<file path="src/rtl/piso_shift_pkg.sv">
// Shared types and constants for the PISO shift transmitter and its receiver bench.
package piso_shift_pkg;

    localparam int PISO_WIDTH = 4;

    typedef enum logic [1:0] {
        IDLE   = 2'd0,
        SHIFT  = 2'd1,
        PARITY = 2'd2
    } state_t;

    // Wide enough to hold WIDTH-1 with headroom.
    function automatic int cnt_w(input int width);
        return $clog2(width) + 1;
    endfunction

endpackage

</file>
<file path="src/rtl/piso_bit_counter.sv">
// Frame bit counter: reloads to zero on a new word and counts enabled shifts.
// Saturates at WIDTH-1, where o_tc flags the last data bit.
module piso_bit_counter
    import piso_shift_pkg::*;
#(
    parameter int WIDTH = PISO_WIDTH,
    parameter int CW    = cnt_w(WIDTH)
) (
    input  logic clk,
    input  logic clrb,
    input  logic i_load,
    input  logic i_en,
    output logic o_tc
);

    localparam logic [CW-1:0] LAST = CW'(WIDTH - 1);

    logic [CW-1:0] r_cnt;

    always_ff @(posedge clk or negedge clrb) begin
        if (!clrb)
            r_cnt <= '0;
        else if (i_load)
            r_cnt <= '0;
        else if (i_en && !o_tc)
            r_cnt <= r_cnt + 1'b1;
    end

    assign o_tc = (r_cnt == LAST);

endmodule

</file>
<file path="src/rtl/piso_shift_tx.sv">
// Parallel-in/serial-out transmitter: captures a word on load handshake, shifts it out
// one bit per enabled clock. Define PISO_SHIFT_TX_PARITY_EN to append an even parity bit.
module piso_shift_tx
    import piso_shift_pkg::*;
#(
    parameter int WIDTH     = PISO_WIDTH,
    parameter bit LSB_FIRST = 1'b1
) (
    input  logic             clk,
    input  logic             clrb,
    input  logic [WIDTH-1:0] din,
    input  logic             load_valid,
    output logic             load_ready,
    input  logic             shift_en,
    output logic             sdo,
    output logic             sdo_valid,
    output logic             busy,
    output logic             done
);

    state_t           r_state, w_state_nxt;
    logic [WIDTH-1:0] r_shreg;
    logic             r_done, w_done_nxt;
    logic             w_load, w_step, w_tc;
`ifdef PISO_SHIFT_TX_PARITY_EN
    logic             r_par;
`endif

    assign w_load = load_valid && (r_state == IDLE);
    assign w_step = shift_en && (r_state == SHIFT);

    piso_bit_counter #(.WIDTH(WIDTH)) u_cnt (
        .clk    (clk),
        .clrb   (clrb),
        .i_load (w_load),
        .i_en   (w_step),
        .o_tc   (w_tc)
    );

    always_ff @(posedge clk or negedge clrb) begin
        if (!clrb) begin
            r_state <= IDLE;
            r_done  <= 1'b0;
        end else begin
            r_state <= w_state_nxt;
            r_done  <= w_done_nxt;
        end
    end

    always_comb begin
        w_state_nxt = r_state;
        w_done_nxt  = 1'b0;
        case (r_state)
            IDLE: if (w_load) w_state_nxt = SHIFT;
            SHIFT: begin
                if (shift_en && w_tc) begin
`ifdef PISO_SHIFT_TX_PARITY_EN
                    w_state_nxt = PARITY;
`else
                    w_state_nxt = IDLE;
                    w_done_nxt  = 1'b1;
`endif
                end
            end
`ifdef PISO_SHIFT_TX_PARITY_EN
            PARITY: begin
                if (shift_en) begin
                    w_state_nxt = IDLE;
                    w_done_nxt  = 1'b1;
                end
            end
`endif
            default: w_state_nxt = IDLE;
        endcase
    end

    // Vacated bit fills with zero so the register drains to 0 at frame end.
    always_ff @(posedge clk or negedge clrb) begin
        if (!clrb)
            r_shreg <= '0;
        else if (w_load)
            r_shreg <= din;
        else if (w_step)
            r_shreg <= LSB_FIRST ? (r_shreg >> 1) : (r_shreg << 1);
    end

`ifdef PISO_SHIFT_TX_PARITY_EN
    always_ff @(posedge clk or negedge clrb) begin
        if (!clrb)
            r_par <= 1'b0;
        else if (w_load)
            r_par <= ^din;
    end
`endif

    always_comb begin
        sdo       = 1'b0;
        sdo_valid = 1'b0;
        case (r_state)
            SHIFT: begin
                sdo       = LSB_FIRST ? r_shreg[0] : r_shreg[WIDTH-1];
                sdo_valid = 1'b1;
            end
`ifdef PISO_SHIFT_TX_PARITY_EN
            PARITY: begin
                sdo       = r_par;
                sdo_valid = 1'b1;
            end
`endif
            default: ;
        endcase
    end

    assign load_ready = (r_state == IDLE);
    assign busy       = (r_state != IDLE);
    assign done       = r_done;

endmodule

</file>
<file path="config.mk">
export PLATFORM = sky130hd
export DESIGN_NAME = piso_shift_tx
export DESIGN_NICKNAME = d
export VERILOG_FILES = /design/src/rtl/piso_shift_pkg.sv /design/src/rtl/piso_bit_counter.sv /design/src/rtl/piso_shift_tx.sv
export SDC_FILE = /design/constraint.sdc
export NUM_CORES = 1
export LEC_CHECK = 0
export BUFFER_PORTS_ARGS = -buffer_cell sky130_fd_sc_hd__buf_2
export CAP_MARGIN = 20
export CORE_AREA = 4 4 41 43
export CTS_BUF_LIST = sky130_fd_sc_hd__clkbuf_4 sky130_fd_sc_hd__clkbuf_8
export DETAILED_ROUTE_END_ITERATION = 16
export DIE_AREA = 0 0 45 47
export MAX_ROUTING_LAYER = met4
export SYNTH_ARGS = -nofsm -noshare
export SYNTH_HDL_FRONTEND = slang
export SYNTH_SLANG_ARGS = --single-unit
</file>
<file path="constraint.sdc">
create_clock -name clk -period 1.4 [get_ports clk]
set_input_delay 0.21 -clock clk [delete_from_list [all_inputs] [get_ports clk]]
set_output_delay 0.21 -clock clk [all_outputs]
set_load 0.1 [all_outputs]
</file>
==> results.toml <==
[outcome]
status = "completed"

[route]
wl_mm = 1.03
drcViolationCount = 0
dr.pass1.iters = 3
drt.antenna.violating_nets = 0
via_count = 397
drt_first_iter_violations = 6
routed_via_density = 5.03
routedWlPerCell_um = 13.0

[yosys]
synth_top_cell_area_share_pct = 42.1
synthCells = 46
synth_edf_count = 0
yosysWarnings = 0
synth.avg_cell_area_um2 = 11.6
synth_fp_nets = 56
synth-main-ff-cell = "dfrtp_1"
ys_types = 18
synth_top_cells_by_area = "dfrtp_1, mux2i_1, ha_1"
synthArstFlopShare_pct = 100
synth_area_um2 = 536
yosysSeqAreaShare_pct = 42.1
synth-seq-cells = 9
yosysTopAreaCell = "dfrtp_1"

[placement]
gp_congestion = 0.653
placed_area_um2 = 658
portBuffers = 12
dp_cells = 70

[clock_network]
clock-sinks = 9
clockBufferDepth = 2
ctsHtreeMaxLevel = 1
numCtsBuffers = 3
root_buffer = "clkbuf_4"
cts_tree = "yes"
clkSlewWorstSetupHoldPaths_ps = 60
insertion_delay_ps = 260

[worst_setup_path]
cp_slowest_cell = "dfrtp_4"
crit_arrival_ps = 1120
required_ps = 1190
cp-start-kind = "flop"
crit_fanout = 9
worstSetupPathType = "flop to primary output"
endpoint_kind = "primary output"
crit_chain = "and2_4, buf_12"
r2r_cells = 4
cpPeakStageDelay_ps = 530

[finish]
instances_no_fill = 79
fin_area_um2 = 732
diodes = 0
drive_above_1_share_pct = 45.3
fin_util_pct = 56.3
n_fill_cell = 115
syn2layout_area_growth_pct = 36.7
fin_nets = 75

[sta]
rsz0062_at_grt = "false"
hold_viol_final = 0
drv_slew = 0
hold_ws_ps = 240
finalSetupViolCount = 0
final.setup_skew_ps = 7.14
fin_crit_sh_pct = 95.2
tns_ps = 0
max_slew_margin_pct = 67.8
fmax_mhz = 751
worstMarginPinSlew_ps = 486
fin_crit_ps = 1330

[global_routing]
grt_usage_pct = 10.8
grt_pass1_vias = 365
grt_pass1_wl_mm = 1.59
grt_max_degree = 15
antenna_found_initial = 0
overflow = 0

[worst_hold_path]
whs_path_depth = 3
worstHoldPathType = "input pin to flop"

[floorplan]
start_util_pct = 41.2
die_y_um = 47
die_area_um2 = 2120
io_pins = 13
design.core.area_um2 = 1300
row_count = 13
die_w_um = 45

[pwr]
pwr_density_cell_nw_per_um2 = 2240
p_leak_uw = 0.000367
vdd_drop_max_mv = 1.50

[flow_run]
maxCapViolCount = 0
==> sequential cells by signal (all words and copies together) (netlist names) <==
signal	count
done	1
u_cnt.r_cnt	3
r_shreg	4
r_state	1
==> stage by stage <==
stage | total power, uW | setup WS [ps]
finish | 1640 | 67.8
global route | 1730 | 37.4
CTS | 1590 | 2.98
detailed placement | 1370 | 62.1
global placement | 1360 | 89.5
floorplan | 1110 | -54.0
==> worst max-delay path: cells and delay by family (launching register included) <==
family	cells	cell delay, ps
flip-flops	1	530
AND/OR/NAND/NOR	1	170
buffers and inverters	1	160
==> repair_timing <==
item	4_1_cts	5_1_grt
buffers inserted	0	4
gates resized for setup	0	2
hold buffers	1	0
setup endpoints to repair	0	3
endpoints found under the hold margin	9	0
==> cells by family after synthesis <==
logic type	share of synthesized area, %
buffers and inverters	7.71
AOI/OAI and AO/OA	8.64
adders and majority gates	4.67
and+or+nand+nor	18.2
muxes	18.7
DFF	42.1
==> cell usage after synthesis, drive strengths merged, types with 2 or more instances <==
cell and count:
mux2i 10, dfrtp 9, buf 4, nand2 4, ha 2, inv 2
nand4bb 2, nor2 2, o211ai 2, or3b 2
==> worst paths after layout <==
check,slack [ps],to,startpoint
max in group asynchronous,850,r_state[0],clrb
min reg2reg,580,u_cnt.r_cnt[2],u_cnt.r_cnt[2]
min in group asynchronous,350,done,clrb
min,240,r_shreg[0],din[0]
max,70,sdo,r_state[0]
max reg2reg,120,u_cnt.r_cnt[0],u_cnt.r_cnt[0]
==> metal layers <==
layer	vias to the layer above	GRT usage [%]	share of wire [%]
met5	-	-	0
met4	0	5.26	0
met3	0	2.30	4.0
met2	7	17.5	52
met1	190	12.6	44
li1	200	-	-
==> layout by cell type (no fill, tap or decap), drive strengths merged, types with 2 or more instances in the layout <==
cell and count:
mux2i 10, or3b 2, nor2 2, dfrtp 9, clkbuf 4, nand2 4, nand4bb 2, buf 17
ha 2, o211ai 2
==> report_power, final <==
part / total (uW) / internal (uW) / switching [uW]
Sequential: 448 / 358 / 89.7
Combinational: 971 / 416 / 556
Clock: 218 / 129 / 89.1
==> area by class of cell <==
cell class | count | area [um^2] | area share, %
Multi-Input combinational cell | 31 | 275 | 37.6
Sequential cell | 9 | 229 | 31.3
Timing Repair Buffer | 18 | 168 | 22.9
Clock buffer | 4 | 30.0 | 4.10
Tap cell | 15 | 18.8 | 2.56
Inverter | 2 | 11.3 | 1.54
(Power assumes the default switching activity.)
